**src/rtl/dmem_arbiter.sv**
```systemverilog
// dmem_arbiter: two-master round-robin arbiter for the single-port synchronous DMEM
//   clk, rstn                     clock, asynchronous active-low reset
//   m0_* / m1_*                   CPU / host request, write data, grant and read-return buses
//   ram_wr_en, ram_index,         RAM write enable, word index, write data
//   ram_entry, ram_entry_out      and registered read data (valid one cycle after index)
//   conflict_cnt                  saturating count of cycles with both masters requesting
//   oor_err                       sticky flag: an out-of-range access was accepted
module dmem_arbiter #(
  parameter int DATA_W = 32,
  parameter int ADDR_W = 13,
  parameter int DEPTH  = 5300,
  parameter int CNT_W  = 16
) (
  input  logic              clk,
  input  logic              rstn,
  input  logic              m0_req,
  input  logic              m0_we,
  input  logic [ADDR_W-1:0] m0_addr,
  input  logic [DATA_W-1:0] m0_wdata,
  output logic              m0_gnt,
  output logic              m0_rvalid,
  output logic [DATA_W-1:0] m0_rdata,
  input  logic              m1_req,
  input  logic              m1_we,
  input  logic [ADDR_W-1:0] m1_addr,
  input  logic [DATA_W-1:0] m1_wdata,
  output logic              m1_gnt,
  output logic              m1_rvalid,
  output logic [DATA_W-1:0] m1_rdata,
  output logic              ram_wr_en,
  output logic [ADDR_W-1:0] ram_index,
  output logic [DATA_W-1:0] ram_entry,
  input  logic [DATA_W-1:0] ram_entry_out,
  output logic [CNT_W-1:0]  conflict_cnt,
  output logic              oor_err
);
  // One extra bit so a DEPTH equal to 2**ADDR_W still compares correctly
  localparam logic [ADDR_W:0] LIMIT = (ADDR_W+1)'(DEPTH);
  logic              last_gnt_q, last_gnt_d;
  logic              tag_v_q, tag_v_d;
  logic              tag_id_q, tag_id_d;
  logic              tag_oor_q, tag_oor_d;
  logic [CNT_W-1:0]  cnt_q, cnt_d;
  logic              oor_q, oor_d;
  logic              sel1, acc, win_we, win_oor;
  logic [ADDR_W-1:0] win_addr;
  // m1 wins when alone, or on contention when m0 was the last accepted master
  always_comb begin
    sel1      = m1_req & (~m0_req | ~last_gnt_q);
    m1_gnt    = sel1;
    m0_gnt    = m0_req & ~sel1;
    acc       = m0_gnt | m1_gnt;
    win_addr  = sel1 ? m1_addr : m0_addr;
    win_we    = sel1 ? m1_we : m0_we;
    win_oor   = {1'b0, win_addr} >= LIMIT;
    ram_index = win_addr;
    ram_entry = sel1 ? m1_wdata : m0_wdata;
    ram_wr_en = acc & win_we & ~win_oor;
  end
  always_comb begin
    last_gnt_d = acc ? sel1 : last_gnt_q;
    tag_v_d    = acc & ~win_we;
    tag_id_d   = sel1;
    tag_oor_d  = win_oor;
    cnt_d      = (m0_req & m1_req & ~&cnt_q) ? cnt_q + 1'b1 : cnt_q;
    oor_d      = oor_q | (acc & win_oor);
  end
  always_ff @(posedge clk or negedge rstn) begin
    if (!rstn) begin
      last_gnt_q <= 1'b1;
      tag_v_q    <= 1'b0;
      tag_id_q   <= 1'b0;
      tag_oor_q  <= 1'b0;
      cnt_q      <= '0;
      oor_q      <= 1'b0;
    end else begin
      last_gnt_q <= last_gnt_d;
      tag_v_q    <= tag_v_d;
      tag_id_q   <= tag_id_d;
      tag_oor_q  <= tag_oor_d;
      cnt_q      <= cnt_d;
      oor_q      <= oor_d;
    end
  end
  // Out-of-range reads still return a valid strobe, but with zero data
  always_comb begin
    m0_rvalid    = tag_v_q & ~tag_id_q;
    m1_rvalid    = tag_v_q & tag_id_q;
    m0_rdata     = (m0_rvalid & ~tag_oor_q) ? ram_entry_out : '0;
    m1_rdata     = (m1_rvalid & ~tag_oor_q) ? ram_entry_out : '0;
    conflict_cnt = cnt_q;
    oor_err      = oor_q;
  end
endmodule

```
**config.mk**
```make
export PLATFORM = sky130hd
export DESIGN_NAME = dmem_arbiter
export DESIGN_NICKNAME = d
export VERILOG_FILES = /design/src/rtl/dmem_arbiter.sv
export SDC_FILE = /design/constraint.sdc
export NUM_CORES = 1
export LEC_CHECK = 0
export CAP_MARGIN = 20
export CORE_ASPECT_RATIO = 1.4
export CORE_MARGIN = 4
export CORE_UTILIZATION = 25
export DETAILED_ROUTE_END_ITERATION = 16
export PLACE_DENSITY_LB_ADDON = 0.08
export SLEW_MARGIN = 40
export SYNTH_ARGS = -nofsm -noshare
export SYNTH_HDL_FRONTEND = slang
export SYNTH_SLANG_ARGS = --single-unit
```
**constraint.sdc**
```tcl
create_clock -name clk -period 1.5 [get_ports clk]
set_input_delay 0.15 -clock clk [delete_from_list [all_inputs] [get_ports clk]]
set_output_delay 0.15 -clock clk [all_outputs]
set_load 0.03 [all_outputs]
```
==> impl.org, run 1 <==
** Run status
- The run finished, with violations left.
- The final reports fail on setup timing.

** Final layout
- Ant diodes :: 0
- Final Instance Count excl. Fillers :: 675
- The net count of the finished layout is 700.
- Highest-count cells in the layout ignoring fill and taps :: sky130_fd_sc_hd__clkdlybuf4s50_1, sky130_fd_sc_hd__buf_6, sky130_fd_sc_hd__and2_4
- Fill cells in the final layout number 636.
- Leading cell type in the layout, fill and taps excluded :: sky130_fd_sc_hd__clkdlybuf4s50_1
- Compared with the post-synthesis result, the final layout area differs by 187%.
- In the final layout, the share of cells above drive strength 1 is 0.602.
- For this run, the share of the core covered by cells in the final layout is 0.729.
- After routing the design area is 6230 sq um.

** Place
- Routability Congestion :: 0.926
- Input/output buffers :: 258
- After legalization and detailed placement, the total HPWL measured 9880 um.
- Placed cell count :: 648
- Worst Setup Slack post-DPL :: -395 ps
- In this run the cell area measured after placement is 5210 sq um.

** Clock tree
- After clock tree synthesis, the clock-pin slew on the worst setup and hold paths is 60 ps.
- Counting the buffers created by CTS gives 3.
- Clock tree from TritonCTS :: yes
- The clock passes through at most 2 buffers.
- Clock tree synthesis found a total of 21 sinks.
- Buffer cell driving the clock tree root :: sky130_fd_sc_hd__clkbuf_16
- Clock Latency Late Sink :: 260 ps
- In this run the number of H-tree levels came out at 1.

** Synthesis
- Cell Area, Synth :: 2180 sq um
- Synthesis-stage register bit count :: 21
- Per-instance average area after synthesis :: 8.34 sq um
- Synthesis handed over a netlist of 261 instances.
- Number of warnings reported in the yosys synthesis log :: 0
- Sequential share of the synthesized area :: 0.242
- Top_reg_cell synth :: sky130_fd_sc_hd__dfrtp_1
- Yosys mapped a number of flops with a built-in enable equal to 0.
- After synthesis, the share of flip-flops with an asynchronous set or reset is 1.00.
- Counting every net in the synthesized netlist gives 390.
- Distinct cell type count after synthesis :: 46

** Timing
- Setup total negative slack on the finished layout was measured at -22,600 ps.
- In the post-route analysis, the smallest setup slack over all paths is -317 ps.
- The number of endpoints with negative hold slack in the final report came to 0.
- Final number of setup-violating endpoints :: 112
- The worst path in the final design needs a cycle of 1820 ps, including I/O delays and setup.
- For the final database, setup skew stands at 2.25 ps.
- Minimum hold slack :: 236 ps
- Worst-Margin Slew :: 362 ps
- Headroom to the max-slew limit came out at 0.758.
- Unrepaired setup endpoints after global routing :: true
- Pins over their slew limit :: 0
- Share of the clock period used by the worst path :: 1.21
- Maximum frequency from static timing analysis :: 550 MHz

** Flow run
- Max-cap violations in this run came to 0.

** Drt
- For this block, the via count after detailed routing is 3,202.
- WL final :: 13,300 um
- For this run, design rule violations remaining after detail routing come to 0.
- In this run, the number of DRC markers left after iteration 0 of detailed routing was 73.
- Antenna viol nets, final :: 0
- The first detailed-routing pass took 4 iterations.
- Per-cell routed wire length :: 19.7 um
- After detailed routing, the number of vias per cell comes to 4.74.

** Floorplanning
- Measured along the x axis, the die boundary spans 86.8 um.
- Die height :: 118 um
- The region available for standard cell placement spans 8560 sq um.
- Floorplan die area :: 10,300 sq um
- Count of standard-cell rows :: 40
- 259 I/O pins were placed.
- Starting density of the core :: 0.254

** Worst setup path
- The critical path is of the reg -> out type.
- Data arrives at the worst endpoint at 1670 ps.
- The endpoint identified for the worst register-to-register timing path is oor_err.
- Beginning of the worst register-to-register path :: last_gnt_q
- The worst setup path is captured at an output pin.
- Across all register-to-register paths, the minimum setup slack is -10 ps.
- Data required time of the worst path :: 1350 ps
- Counting cells, the worst reg-to-reg path comes to 8.
- Max Fanout on Critical Path :: 4
- CP startpoint kind :: register

** Pwr
- Tot Pwr :: 4.11 mW
- Dividing total power by cell area gives a power density of 660 nW/um^2.
- Static leakage :: 2.89 nW
- The worst-case IR drop observed on VDD is 641 uV.

** Global routing
- The number of antenna violations at the first check in global routing is 1.
- Wire length of the first global-routing pass :: 19,800 um
- Total grt overflow :: 0
- Global routing usage summed across all routing layers :: 0.252
- Entering global routing, the biggest net connects 22 pins.
- Number of global-route vias before repair :: 3,563

** Min path
- HP Class :: in -> async
## worst max-delay path, stage by stage, from the launching register on
cell	delay, ps
sky130_fd_sc_hd__dfstp_2	550
sky130_fd_sc_hd__nand2_2	60
sky130_fd_sc_hd__nand2_4	110
sky130_fd_sc_hd__buf_4	110
sky130_fd_sc_hd__buf_6	110
sky130_fd_sc_hd__a21oi_1	50
sky130_fd_sc_hd__a32o_2	270
sky130_fd_sc_hd__buf_6	140
## layout make-up
| class | instances | area [sq um] | area share |
|---|---|---|---|
| Clock buffer | 4 | 78.8 | 0.0126 |
| Timing Repair Buffer | 319 | 3560 | 0.571 |
| Inverter | 5 | 26.3 | 0.00421 |
| Tap cell | 105 | 131 | 0.0211 |
| Multi-Input combinational cell | 221 | 1890 | 0.303 |
| Sequential cell | 21 | 547 | 0.0877 |
## cell usage after synthesis (3+ instances only)
master | n | share of area
sky130_fd_sc_hd__mux2_2 | 35 | 0.18
sky130_fd_sc_hd__o21ai_0 | 3 | 0.0069
sky130_fd_sc_hd__nand4_1 | 3 | 0.0086
sky130_fd_sc_hd__dfrtp_1 | 20 | 0.23
sky130_fd_sc_hd__xor2_1 | 5 | 0.020
sky130_fd_sc_hd__inv_1 | 5 | 0.0086
sky130_fd_sc_hd__nand3_1 | 8 | 0.018
sky130_fd_sc_hd__clkbuf_1 | 7 | 0.012
sky130_fd_sc_hd__nand2_1 | 43 | 0.074
sky130_fd_sc_hd__buf_2 | 4 | 0.0092
sky130_fd_sc_hd__nor2_1 | 9 | 0.016
sky130_fd_sc_hd__a211oi_1 | 4 | 0.014
sky130_fd_sc_hd__xnor2_1 | 3 | 0.012
sky130_fd_sc_hd__a21o_1 | 3 | 0.010
sky130_fd_sc_hd__a21oi_1 | 5 | 0.011
sky130_fd_sc_hd__and2_1 | 67 | 0.19
sky130_fd_sc_hd__a31oi_1 | 3 | 0.0086
## what timing repair did
item,4_1_cts,5_1_grt
endpoints found under the hold margin,0,0
setup buffers,13,8
gates cloned,7,0
setup endpoints to repair,134,129
pin swaps,69,14
hold buffers,0,0
gates resized for setup,205,33
## kinds of logic (layout without fill, tap and decap cells)
group / count (synthesis) / count (layout) / synth area share
compound gates: 29 / 29 / 0.102
xor+xnor: 8 / 8 / 0.0322
fa+ha+maj: 1 / 1 / 0.00575
buf+inv: 19 / 328 / 0.0437
flops: 21 / 21 / 0.242
mux: 38 / 38 / 0.197
simple gates: 145 / 145 / 0.377
## sequential cells by signal, indices dropped and copies added, names as in the netlist
signal	flops
tag_v_q	1
oor_err	1
tag_id_q	1
tag_oor_q	1
conflict_cnt	16
last_gnt_q	1
## worst max path at each step
stage                                start              end  cells past startpoint
after floorplan           conflict_cnt[15]  conflict_cnt[1]                      5
after global placement              m1_req  conflict_cnt[9]                      6
after detailed placement            m1_req  conflict_cnt[9]                      6
after CTS                       last_gnt_q    ram_entry[17]                      6
after global routing            last_gnt_q        ram_wr_en                      7
final                           last_gnt_q        ram_wr_en                      7
## power breakdown
part	leakage, nW	switching [mW]	internal [mW]
registers	0.236	0.129	0.673
logic	2.61	1.28	1.45
clock network	0.0382	0.216	0.363
## routing by layer
| layer | global-route usage | part of all wire |
|---|---|---|
| met3 | 0.104 | 0.11 |
| met1 | 0.239 | 0.31 |
| met5 | 0 | 0.00060 |
| met4 | 0.0575 | 0.019 |
| met2 | 0.483 | 0.56 |
Power figures use the tool's default switching activity.
==> inputs of run 2 (changes only) <==
REMOVE_ABC_BUFFERS = 1   (was not set)
==> run 2 against run 1 <==
Net effect: the run still ends with setup timing left; clock-buffer cell count is 1 lower; power is 1.6% lower; core utilization is 1.5 points higher; combinational power hardly changed; worst hold slack better by 31 ps; critical path depth stayed put; global-route usage is 0.95 points lower; register-to-register slack worse by 120 ps; wire length is 3.7% lower; non-clock buffer count is 14 higher; clock power is 3% lower; maximum frequency is 2.2% lower; critical endpoint is now ram_entry[26]; largest cell class unchanged; largest power group unchanged.
==> impl.org, run 2 (synthesized netlist as in run 1, its figures left out) <==
** Final layout
- Number of nets in the layout :: 714
- Of the cells placed in the final design, the portion with a size suffix greater than 1 is 0.579.
- Ant diodes :: 0
- Leading cell type in the layout, fill and taps excluded :: sky130_fd_sc_hd__clkdlybuf4s50_1
- From synthesis to final layout, the design area changed by 192%.
- The top cell types in the final layout, fill and taps aside, are sky130_fd_sc_hd__clkdlybuf4s50_1, sky130_fd_sc_hd__buf_6, sky130_fd_sc_hd__and2_4.
- Once layout is complete, the cells apart from fillers number 689.
- Number of flip-flops under the largest register name :: 16

** Pwr
- Clock Power Share :: 0.139
- Tot Pwr :: 4.05 mW
- Ratio of total power to cell area :: 637 nW/um^2
- Switching power total :: 1.58 mW
- The internal portion of the total power is 2.47 mW.
- Of the total power, the share spent switching nets is 0.389.
- The worst-case IR drop observed on VDD is 732 uV.
- The share of total power dissipated in sequential elements is 0.186.
- Summed over all cells, the static leakage comes to 3.02 nW.
- Logic pwr share :: 0.675

** Clock tree
- Buffer cell driving the clock tree root :: sky130_fd_sc_hd__clkbuf_16
- Clock tree synthesis inserted a total of 3 buffers.
- The clock drives 21 sinks.
- Buffer depth of the longest clock path :: 2
- CTS clk-pin slew, worst paths :: 60 ps
- In this run the number of H-tree levels came out at 1.
- # hold bufs at CTS :: 0
- Clock tree from TritonCTS :: yes
- Clock Latency Late Sink :: 250 ps

** Worst setup path
- The largest individual stage delay along the critical path comes from the cell sky130_fd_sc_hd__dfstp_2.
- Counting both buffers and inverters, the worst setup path holds a total of 4.
- By instance count, the cell type seen most on the critical path is sky130_fd_sc_hd__buf_12.
- In this run the critical register-to-register path is launched from last_gnt_q.
- Ordered cell list for the critical path :: nand2_2 > nand2_4 > inv_6 > buf_12 > buf_8 > mux2_4 > buf_12
- Worst reg2reg path depth :: 9
- Family with the most delay on the worst path :: flip-flops
- Largest stage delay, worst path :: 540 ps
- Worst setup EP type :: output pin
- The critical path is of the reg -> out type.
- The worst register-to-register path ends at oor_err.
- Of all nets on the critical path, the largest fanout is 6.
- STA puts the critical path data arrival time at 1710 ps.
- Worst reg2reg setup slack :: -130 ps
- CP startpoint kind :: register
- At the worst endpoint, the required time is 1350 ps.

** Global routing
- Global routing usage summed across all routing layers :: 0.242
- Pin count of the biggest net entering global routing :: 22
- Number of antenna violations at the first check in global routing :: 0
- The number of global-route vias before repair came to 3,645.
- The first global-routing pass estimated 19,600 um of wire.
- After global routing the overflow that remains totals 0.

** Floorplanning
- In this run the horizontal extent of the chip is 86.8 um.
- In this run the standard cell core region covers 8560 sq um.
- Number of primary I/O pins :: 259
- Count of standard-cell rows :: 40
- For this configuration, the core starts out at a cell density of 0.254.
- Die height :: 118 um
- Floorplan die area :: 10,300 sq um

** Drt
- Per-cell routed wire length :: 18.6 um
- WL final :: 12,800 um
- Routed vias :: 3,227
- Detailed Route Iter0 Violations :: 56
- Initial DRT Pass Iterations :: 4
- The count of nets left with antenna violations once routing finished came out at 0.
- DRC :: 0
- Using the TritonRoute via totals, the vias-per-cell ratio works out to 4.68.

** Timing
- Setup violations remaining at the end of the flow were counted as 112.
- Share of the clock period used by the worst path :: 1.24
- At the pin with the least slew margin, the transition time is 332 ps.
- Setup tns final :: -24,160 ps
- The number of endpoints with negative hold slack in the final report came to 0.
- Setup repair after global routing could not meet its margin everywhere.
- Based on the critical path, the design can be clocked at up to 538 MHz.
- Post-layout minimum cycle time :: 1860 ps
- The worst pin sits at a relative slew slack of 0.778.
- Skew final :: 5.38 ps
- Across all setup checks in the final design, the least slack found is -359 ps.
- Pins over their slew limit :: 0

** Run status
- Outcome :: complete, but fails checks
- The final reports fail on setup timing.

** Min path
- HP Class :: in -> async

** Place
- Placed cell count :: 653
- Routability Congestion :: 0.809
- Worst Setup Slack post-DPL :: -659 ps
- HPWL after DPL :: 9680 um
- In this run the tool buffered the top-level ports with 258 buffer cells.

** Flow run
- Number of max-cap violations :: 0
[run 2: how the worst max path moves through the flow]
stage | from | endpoint | slack [ps] | depth (start not counted)
after floorplan | last_gnt_q | ram_entry[0] | -860 | 4
after global placement | m0_req | ram_entry[19] | -650 | 7
after detailed placement | m0_req | ram_entry[1] | -660 | 7
after CTS | last_gnt_q | ram_entry[26] | -370 | 7
after global routing | last_gnt_q | ram_entry[26] | -400 | 7
final | last_gnt_q | ram_entry[26] | -360 | 7
[run 2: cell type report]
type	instances	area (sq um)
fill	620	2200
sequential	21	527
clock buffer	3	75.1
multi-input combinational	221	1890
clock inverter	1	5.00
tap	105	131
inverter	5	23.8
timing repair buffer	333	3710
[run 2: layer usage]
metal | share of wire | global-route usage | up-vias | routed length (um)
li1 | - | - | 1546 | -
met1 | 0.33 | 0.248 | 1509 | 4270
met2 | 0.56 | 0.461 | 150 | 7140
met3 | 0.087 | 0.0739 | 22 | 1110
met4 | 0.022 | 0.0595 | 0 | 286
met5 | 0 | 0 | - | 0
[run 2: per-stage QoR]
step / hold slack, ps / util / instance area [sq um]
floorplan: -146 / - / 2100
global placement: 445 / 0.603 / 5160
detailed placement: 452 / 0.603 / 5160
CTS: 274 / 0.731 / 6250
global route: 288 / 0.743 / 6360
finish: 266 / 0.743 / 6360
[run 2: worst register-to-register path: stages (launching register included)]
cell	delay, ps
sky130_fd_sc_hd__dfstp_2	540
sky130_fd_sc_hd__nand2_2	60
sky130_fd_sc_hd__nand2_4	80
sky130_fd_sc_hd__inv_6	60
sky130_fd_sc_hd__buf_12	120
sky130_fd_sc_hd__buf_8	120
sky130_fd_sc_hd__buf_6	110
sky130_fd_sc_hd__buf_4	130
sky130_fd_sc_hd__a32oi_2	210
sky130_fd_sc_hd__a21o_1	140
[run 2: repair_timing]
item,4_1_cts,5_1_grt
resized for setup,395,36
gates cloned,9,0
pin swaps,57,31
hold endpoints to repair,0,0
setup buffers,20,6
setup endpoints to repair,126,127
[run 2: power by group through the flow]
stage | clock network [mW] | logic (mW) | registers (mW)
3_3_place_gp | 0 | 2.31 | 0.751
2_1_floorplan | 0 | 0.849 | 0.931
6_report | 0.564 | 2.73 | 0.752
5_1_grt | 0.600 | 2.89 | 0.765
3_5_place_dp | 0 | 2.33 | 0.759
4_1_cts | 0.585 | 2.72 | 0.750
